$ cat config.mk
export PLATFORM = sky130hd
export DESIGN_NAME = hdmi_vram_filler_flat
export DESIGN_NICKNAME = d
export VERILOG_FILES = /design/src/rtl/hdmi_vram_filler_pkg.sv /design/src/rtl/hdmi_vram_filler_if.sv /design/src/rtl/hdmi_fill_addrgen.sv /design/src/rtl/hdmi_vram_filler.sv /design/src/flat_wrapper.sv
export SDC_FILE = /design/constraint.sdc
export NUM_CORES = 1
export LEC_CHECK = 0
export CELL_PAD_IN_SITES_DETAIL_PLACEMENT = 0
export CELL_PAD_IN_SITES_GLOBAL_PLACEMENT = 2
export CORE_MARGIN = 2
export CORE_UTILIZATION = 33
export CTS_CLUSTER_SIZE = 40
export DETAILED_ROUTE_END_ITERATION = 10
export MAX_ROUTING_LAYER = met4
export PLACE_DENSITY = 0.86
export SLEW_MARGIN = 10
export SYNTH_ARGS = -nofsm -noshare
export SYNTH_HDL_FRONTEND = slang
export SYNTH_SLANG_ARGS = --single-unit
$ cat constraint.sdc
create_clock -name clk -period 4.16 [get_ports clk]
set_clock_uncertainty 0.2 [all_clocks]
set_input_delay 1.248 -clock clk [delete_from_list [all_inputs] [get_ports clk]]
set_output_delay 1.248 -clock clk [all_outputs]
set_load 0.03 [all_outputs]
$ cat src/rtl/hdmi_vram_filler_pkg.sv
// Shared constants, register map and FSM encoding for the VRAM rectangle-fill engine.
// Also holds the row-base helper used by the clip/setup logic.
package hdmi_vram_filler_pkg;

    localparam int          XLEN       = 32;
    localparam logic [31:0] VRAM_BASE  = 32'h0020_0000;
    localparam logic [9:0]  H_PIX      = 10'd320;
    localparam logic [7:0]  V_PIX      = 8'd180;
    localparam logic [15:0] ROW_STRIDE = 16'd320;

    localparam logic [2:0] REG_CTRL   = 3'd0;
    localparam logic [2:0] REG_STATUS = 3'd1;
    localparam logic [2:0] REG_POS    = 3'd2;
    localparam logic [2:0] REG_SIZE   = 3'd3;
    localparam logic [2:0] REG_COLOR  = 3'd4;

    localparam int CTRL_START = 0;
    localparam int CTRL_ABORT = 1;
    localparam int CTRL_IE    = 2;
    localparam int ST_DONE    = 1;

    typedef enum logic [1:0] {
        S_IDLE  = 2'd0,
        S_SETUP = 2'd1,
        S_FILL  = 2'd2,
        S_DONE  = 2'd3
    } fill_state_e;

    // y*320 + x built from shifts so no multiplier is needed
    function automatic logic [15:0] row_base(input logic [7:0] y, input logic [8:0] x);
        return ({8'h00, y} << 4'd8) + ({8'h00, y} << 4'd6) + {7'h00, x};
    endfunction

endpackage

$ cat src/rtl/hdmi_vram_filler_if.sv
// VRAM local-bus write port between the fill engine (master) and the HDMI bus mux (slave).
interface hdmi_vram_filler_if;
    import hdmi_vram_filler_pkg::*;

    logic            m_req;
    logic            m_gnt;
    logic            m_sel;
    logic [XLEN-1:0] m_addr;
    logic [2:0]      m_we;
    logic [XLEN-1:0] m_qin;

    modport master (output m_req, output m_sel, output m_addr, output m_we, output m_qin,
                    input  m_gnt);
    modport slave  (input  m_req, input  m_sel, input  m_addr, input  m_we, input  m_qin,
                    output m_gnt);

endinterface

$ cat src/rtl/hdmi_fill_addrgen.sv
// Pixel address generator: walks a clipped rectangle row-major, one pixel per advance.
module hdmi_fill_addrgen
    import hdmi_vram_filler_pkg::*;
(
    input  logic        clk,
    input  logic        rst_n,
    input  logic        load,
    input  logic        adv,
    input  logic [15:0] base,
    input  logic [9:0]  wc,
    input  logic [7:0]  hc,
    output logic [15:0] pix_idx,
    output logic        last
);

    logic [9:0]  col_r;
    logic [7:0]  row_r;
    logic [15:0] row_base_r;
    logic [9:0]  wc_r;
    logic [7:0]  hc_r;
    logic        row_end_s;

    assign row_end_s = (col_r == (wc_r - 10'd1));
    assign last      = row_end_s && (row_r == (hc_r - 8'd1));
    assign pix_idx   = row_base_r + {6'h00, col_r};

    // Column/row counters and row-base accumulator
    always_ff @(posedge clk or negedge rst_n) begin
        if (!rst_n) begin
            col_r      <= 10'd0;
            row_r      <= 8'd0;
            row_base_r <= 16'd0;
            wc_r       <= 10'd0;
            hc_r       <= 8'd0;
        end else if (load) begin
            col_r      <= 10'd0;
            row_r      <= 8'd0;
            row_base_r <= base;
            wc_r       <= wc;
            hc_r       <= hc;
        end else if (adv) begin
            if (row_end_s) begin
                col_r      <= 10'd0;
                row_r      <= row_r + 8'd1;
                row_base_r <= row_base_r + ROW_STRIDE;
            end else begin
                col_r <= col_r + 10'd1;
            end
        end
    end

endmodule

$ cat src/rtl/hdmi_vram_filler.sv
// Rectangle-fill engine top: register slave, clip logic and job FSM driving the VRAM write port.
module hdmi_vram_filler
    import hdmi_vram_filler_pkg::*;
(
    input  logic                clk,
    input  logic                rst_n,
    input  logic                sel,
    input  logic [XLEN-1:0]     addr,
    input  logic [2:0]          we,
    input  logic [XLEN-1:0]     qin,
    output logic [XLEN-1:0]     qout,
    hdmi_vram_filler_if.master  vram,
    output logic                irq
);

    fill_state_e state_r, state_s;
    logic        start_r, abort_r, ie_r, done_r, err_r, aborted_r;
    logic [8:0]  x0_r;
    logic [7:0]  y0_r, h_r, color_r, color_w_r;
    logic [9:0]  w_r, wc_s, rem_x_s;
    logic [7:0]  hc_s, rem_y_s;
    logic [2:0]  reg_sel_s;
    logic        wr_s, rd_s, ctrl_wr_s, status_wr_s, start_wr_s, busy_s, m_sel_s, last_s;
    logic        load_s, set_done_s, set_err_s, set_aborted_s;
    logic [15:0] base_s, pix_idx_s;
    logic [XLEN-1:0] rdata_s;
    logic        unused_s;

    assign reg_sel_s   = addr[4:2];
    assign wr_s        = sel && (we != 3'b000);
    assign rd_s        = sel && (we == 3'b000);
    assign ctrl_wr_s   = wr_s && (reg_sel_s == REG_CTRL);
    assign status_wr_s = wr_s && (reg_sel_s == REG_STATUS);
    assign busy_s      = (state_r != S_IDLE);
    // ABORT beats START in the same write; START while busy is dropped
    assign start_wr_s  = ctrl_wr_s && qin[CTRL_START] && !qin[CTRL_ABORT] && !busy_s;
    assign m_sel_s     = (state_r == S_FILL) && vram.m_gnt;
    assign base_s      = row_base(y0_r, x0_r);
    assign unused_s    = ^{addr[31:5], addr[1:0], qin[31:24], qin[15:10]};

    assign vram.m_req  = (state_r == S_FILL);
    assign vram.m_sel  = m_sel_s;
    assign vram.m_we   = m_sel_s ? 3'b100 : 3'b000;
    assign vram.m_addr = VRAM_BASE | {16'h0000, pix_idx_s};
    assign vram.m_qin  = {24'h00_0000, color_w_r};
    assign irq         = done_r && ie_r;

    hdmi_fill_addrgen u_addrgen (
        .clk     (clk),
        .rst_n   (rst_n),
        .load    (load_s),
        .adv     (m_sel_s),
        .base    (base_s),
        .wc      (wc_s),
        .hc      (hc_s),
        .pix_idx (pix_idx_s),
        .last    (last_s)
    );

    // Clip the programmed rectangle against the VRAM edges
    always_comb begin
        rem_x_s = H_PIX - {1'b0, x0_r};
        rem_y_s = V_PIX - y0_r;
        if ({1'b0, x0_r} >= H_PIX) begin
            wc_s = 10'd0;
        end else if (w_r < rem_x_s) begin
            wc_s = w_r;
        end else begin
            wc_s = rem_x_s;
        end
        if (y0_r >= V_PIX) begin
            hc_s = 8'd0;
        end else if (h_r < rem_y_s) begin
            hc_s = h_r;
        end else begin
            hc_s = rem_y_s;
        end
    end

    // Job FSM next-state and flag strobes
    always_comb begin
        state_s       = state_r;
        load_s        = 1'b0;
        set_done_s    = 1'b0;
        set_err_s     = 1'b0;
        set_aborted_s = 1'b0;
        case (state_r)
            S_IDLE: begin
                if (start_r) begin
                    state_s = S_SETUP;
                end else begin
                    state_s = S_IDLE;
                end
            end
            S_SETUP: begin
                if (abort_r) begin
                    state_s       = S_IDLE;
                    set_aborted_s = 1'b1;
                end else if ((wc_s == 10'd0) || (hc_s == 8'd0)) begin
                    state_s    = S_IDLE;
                    set_err_s  = 1'b1;
                    set_done_s = 1'b1;
                end else begin
                    state_s = S_FILL;
                    load_s  = 1'b1;
                end
            end
            S_FILL: begin
                if (abort_r) begin
                    state_s       = S_IDLE;
                    set_aborted_s = 1'b1;
                end else if (m_sel_s && last_s) begin
                    state_s = S_DONE;
                end else begin
                    state_s = S_FILL;
                end
            end
            S_DONE: begin
                state_s    = S_IDLE;
                set_done_s = 1'b1;
            end
            default: begin
                state_s = S_IDLE;
            end
        endcase
    end

    // Register read mux
    always_comb begin
        rdata_s = {XLEN{1'b0}};
        case (reg_sel_s)
            REG_CTRL:   rdata_s = {29'h0, ie_r, 2'b00};
            REG_STATUS: rdata_s = {28'h0, aborted_r, err_r, done_r, busy_s};
            REG_POS:    rdata_s = {8'h00, y0_r, 7'h00, x0_r};
            REG_SIZE:   rdata_s = {8'h00, h_r, 6'h00, w_r};
            REG_COLOR:  rdata_s = {24'h00_0000, color_r};
            default:    rdata_s = {XLEN{1'b0}};
        endcase
    end

    // State register, register file, status flags and read data
    always_ff @(posedge clk or negedge rst_n) begin
        if (!rst_n) begin
            state_r   <= S_IDLE;
            start_r   <= 1'b0;
            abort_r   <= 1'b0;
            ie_r      <= 1'b0;
            done_r    <= 1'b0;
            err_r     <= 1'b0;
            aborted_r <= 1'b0;
            x0_r      <= 9'd0;
            y0_r      <= 8'd0;
            w_r       <= 10'd0;
            h_r       <= 8'd0;
            color_r   <= 8'd0;
            color_w_r <= 8'd0;
            qout      <= {XLEN{1'b0}};
        end else begin
            state_r <= state_s;
            start_r <= start_wr_s;
            abort_r <= ctrl_wr_s && qin[CTRL_ABORT] &&
                       ((state_r == S_SETUP) || (state_r == S_FILL));
            if (ctrl_wr_s) ie_r <= qin[CTRL_IE];
            if (wr_s && (reg_sel_s == REG_POS)) begin
                x0_r <= qin[8:0];
                y0_r <= qin[23:16];
            end
            if (wr_s && (reg_sel_s == REG_SIZE)) begin
                w_r <= qin[9:0];
                h_r <= qin[23:16];
            end
            if (wr_s && (reg_sel_s == REG_COLOR)) color_r <= qin[7:0];
            if (load_s) color_w_r <= color_r;
            if (set_done_s) begin
                done_r <= 1'b1;
            end else if (start_wr_s || (status_wr_s && qin[ST_DONE])) begin
                done_r <= 1'b0;
            end
            if (set_err_s) begin
                err_r <= 1'b1;
            end else if (start_wr_s) begin
                err_r <= 1'b0;
            end
            if (set_aborted_s) begin
                aborted_r <= 1'b1;
            end else if (start_wr_s) begin
                aborted_r <= 1'b0;
            end
            if (rd_s) qout <= rdata_s;
        end
    end

endmodule

$ cat src/flat_wrapper.sv
// flat-port wrapper written by rule: the top's interface ports become plain ports
module hdmi_vram_filler_flat import hdmi_vram_filler_pkg::*;
  (clk, rst_n, sel, addr, we, qin, qout, irq, vram_m_req, vram_m_sel, vram_m_addr, vram_m_we, vram_m_qin, vram_m_gnt);
  hdmi_vram_filler_if vram_i ();
  input  logic clk;
  input  logic rst_n;
  input  logic sel;
  input  logic [XLEN-1:0] addr;
  input  logic [2:0] we;
  input  logic [XLEN-1:0] qin;
  output logic [XLEN-1:0] qout;
  output logic irq;
  output wire logic [$bits(vram_i.m_req)-1:0] vram_m_req;
  output wire logic [$bits(vram_i.m_sel)-1:0] vram_m_sel;
  output wire logic [$bits(vram_i.m_addr)-1:0] vram_m_addr;
  output wire logic [$bits(vram_i.m_we)-1:0] vram_m_we;
  output wire logic [$bits(vram_i.m_qin)-1:0] vram_m_qin;
  input wire logic [$bits(vram_i.m_gnt)-1:0] vram_m_gnt;
  assign vram_m_req = vram_i.m_req;
  assign vram_m_sel = vram_i.m_sel;
  assign vram_m_addr = vram_i.m_addr;
  assign vram_m_we = vram_i.m_we;
  assign vram_m_qin = vram_i.m_qin;
  assign vram_i.m_gnt = vram_m_gnt;
  hdmi_vram_filler u_core (.clk(clk), .rst_n(rst_n), .sel(sel), .addr(addr), .we(we), .qin(qin), .qout(qout), .vram(vram_i), .irq(irq));
endmodule
==> results.yml <==
synth:
  synth-edff-count: 0
  synth_top_cells_by_area: "sky130_fd_sc_hd__dfrtp_1 37%, sky130_fd_sc_hd__ha_1 7.5%, sky130_fd_sc_hd__mux2_2 7.0%"
  post_synth_top_flop: "sky130_fd_sc_hd__dfrtp_1"
  netlist_area_mm2: 0.00867
  instance_count_of_the_mapped_netlist: 860
  share_of_the_synthesized_area_in_the_top_cell_type: 0.372
  top_cell_type_by_total_area_after_synthesis: "sky130_fd_sc_hd__dfrtp_1"
  synth_seq_cells: 129
  ys_seq_area_frac: 0.372
  syn-mean-instance-area_um2: 10.1
  yosysUniqueCellTypes: 72
  synth-async-reset-ratio: 1.00
  synth-warning-count: 0
route:
  avgRoutedWirePerCell_um: 15.8
  final_antenna_net_count: 0
  vias: 6433
  detail_route.drc_violations: 0
  via_per_inst: 4.93
  finalWirelength_um: 20600
  drt_pre_antenna_iters: 6
  first_iter_violations: 327
place:
  io_buffers: 73
  place_inst: 1263
  place.gp.congestion: 0.838
  dp_hpwl_um: 15300
timing:
  report.final.setup_viol: 4
  tns_ps: -515
  slew_headroom: 0.407
  number_of_max_slew_violations_in_the_final_report: 0
  max_slew.worst_pin.slew_ps: 889
  setup_repair_after_global_routing_missed_its_margin: "yes"
  final.min_clock_period_ps: 4340
  post-route-worst-setup-slack_ps: -176
  final_hold_viol_count: 0
  period_share: 1.04
  fmaxAchievable_mhz: 231
worst_hold_path:
  holdCritPathClass: "flop to flop"
final_layout:
  layout.cells.most_common: "sky130_fd_sc_hd__dfrtp_1"
  drive_gt1_frac: 0.191
  n_antenna_cell: 0
  count_of_fill_cells_added_during_filler_insertion: 2566
  post-route-util: 0.405
  finish.net_count: 1082
  finalNonFillerCells: 1304
  most-common-layout-cells: "129 x sky130_fd_sc_hd__dfrtp_1, 59 x sky130_fd_sc_hd__clkdlybuf4s50_1, 56 x sky130_fd_sc_hd__conb_1"
  area_growth_pct: 21.0
critical_path:
  max_stage_delay_ps: 410
  setup.worst_path.start_class: "flop"
  critical_path_buf_inv_count: 2
  worst_path_cell_with_the_longest_stage_delay: "sky130_fd_sc_hd__dfrtp_1"
  required_ps: 2710
  crit_type: "flop to primary output"
  worstPathArrival_ps: 2890
  worstSetupEndpointType: "primary output"
  critical-path-top-delay-family: "compound AO/OA/AOI/OAI gates"
  worstPathMaxFanout: 3
  crit_path_cell_trace: "ha_1 > a21o_1 > a21oi_2 > nand2b_4 > a21boi_4 > o311a_1 > o31ai_2 > buf_4 > a21boi_2 > xor2_1 > clkbuf_16"
  rrSetupSlack_ps: 250
global_routing:
  antenna_found_initial: 0
  global_route.usage.total: 0.155
  groute.layer.met3.usage: 0.0219
  grt_overflow: 0
  gr-usage-met2: 0.227
  grt.met1_usage: 0.226
  busiest_layer: "met2"
  grt_start_max_net_pins: 56
  number_of_global_route_vias_before_repair: 6310
  wire_length_of_the_first_global_routing_pass_um: 33900
pwr:
  power_density_mw_per_mm2: 571
  irDropWorstVdd_v: 0.000284
  total_chip_power_mw: 5.99
  p_leak_nw: 4.92
floorplanning:
  die_width_um: 166
  io_pins: 173
  core-area_mm2: 0.0259
  std_cell_rows: 59
  initial_utilization: 0.335
  die-area_mm2: 0.0276
  die_height_um: 166
outcome:
  outcome: "finished with violations"
  violations: "negative setup slack"
run:
  max-cap-violations: 0
clock_network:
  insertion_delay_ps: 420
  tritoncts.num_buffers: 17
  cts_sinks: 129
  cts_hold_buffers: 0
  ctsRootBufferMaster: "sky130_fd_sc_hd__clkbuf_16"
  cts_buffer_depth: 2
  cts_tree: "done"
  ctsHtreeMaxLevel: 4
  worst_setup_hold_path_clk_slew_ps: 70
-- synthesized netlist by cell type, types with 6 or more instances --
master and n:
sky130_fd_sc_hd__mux2_4 9, sky130_fd_sc_hd__mux2i_1 34, sky130_fd_sc_hd__o31ai_1 23, sky130_fd_sc_hd__o21ai_0 40, sky130_fd_sc_hd__clkbuf_1 23, sky130_fd_sc_hd__and3_1 12, sky130_fd_sc_hd__a31oi_1 6, sky130_fd_sc_hd__and2_1 7
sky130_fd_sc_hd__a21oi_1 30, sky130_fd_sc_hd__a22o_1 10, sky130_fd_sc_hd__xor2_1 43, sky130_fd_sc_hd__mux2_2 54, sky130_fd_sc_hd__nor3_1 18, sky130_fd_sc_hd__nand2b_1 8, sky130_fd_sc_hd__inv_1 33, sky130_fd_sc_hd__nand2_1 46
sky130_fd_sc_hd__nand3_1 15, sky130_fd_sc_hd__a21o_1 14, sky130_fd_sc_hd__nor2b_1 11, sky130_fd_sc_hd__nor2_1 43, sky130_fd_sc_hd__nand4_1 12, sky130_fd_sc_hd__xnor2_1 28, sky130_fd_sc_hd__buf_4 58, sky130_fd_sc_hd__ha_1 52
sky130_fd_sc_hd__dfrtp_1 129
-- logic make-up (layout without fill, tap and decap cells) --
logic type	Yosys count	count (layout)	synth area share
simple gates	208	208	0.129
compound gates	168	168	0.130
flops	129	129	0.372
buf+inv	129	184	0.0882
mux	97	97	0.125
xor+xnor	72	72	0.0736
fa+ha+maj	55	55	0.0820
other cells	2	56	0.000866
-- power by group --
group          leakage, nW  internal [mW]  switching (mW)
Sequential            1.66           1.51           0.339
Combinational         2.98           1.24            1.39
Clock                0.281          0.852           0.653
Total                 4.92           3.61            2.38
-- worst paths after layout --
path | start | end | cells past startpoint
worst max-delay path | u_core.u_addrgen.row_base_r[1] | vram_m_addr[15] | 11
worst min-delay path | u_core.start_r | u_core.state_r[0] | 1
worst max register to register | u_core.y0_r[0] | u_core.u_addrgen.wc_r[8] | 15
worst min register to register | u_core.start_r | u_core.state_r[0] | 1
max in group asynchronous | rst_n | u_core.w_r[8] | 2
min in group asynchronous | rst_n | u_core.u_addrgen.row_base_r[14] | 1
-- layout make-up --
type                    instances  area [um^2]  share of cell area
multi-input cells             656         4980               0.474
flip-flops and latches        129         3230               0.308
repair buffers                118         1150               0.110
clock buffers                  17          425              0.0405
well taps                     335          419              0.0399
clock inverters                15          161              0.0154
inverters                      34          128              0.0122
-- routing by layer --
metal / wire length [um] / part of all wire / vias to the layer above
met1: 10900 / 0.53 / 3140
li1: - / - / 3162
met2: 9000 / 0.44 / 116
met4: 197 / 0.0096 / 0
met3: 491 / 0.024 / 15
met5: 0 / 0 / -
-- metrics by stage --
stage | hold slack, ps | setup WS [ps] | cell area, um^2
after floorplan | 250 | 52.8 | 8870
after global placement | 265 | 26.8 | 9730
after detailed placement | 265 | 16.7 | 9730
after CTS | 283 | -215 | 10400
after global routing | 308 | -295 | 10500
final | 280 | -176 | 10500
-- repair_timing --
item                                   4_1_cts  5_1_grt
setup endpoints to repair                    7       25
gates resized for setup                     19       16
buffers inserted                             4        5
endpoints found under the hold margin        0        0
pin swaps                                   13       12
-- flip-flops by register name, indices dropped and copies added, names as in the netlist, 9 cells and up --
| signal | cells |
|---|---|
| u_core.qout | 18 |
| u_core.w_r | 10 |
| u_core.x0_r | 9 |
| u_core.u_addrgen.wc_r | 10 |
| u_core.u_addrgen.col_r | 10 |
| u_core.u_addrgen.row_base_r | 16 |
Note: power is estimated with default switching activity, not from simulation.
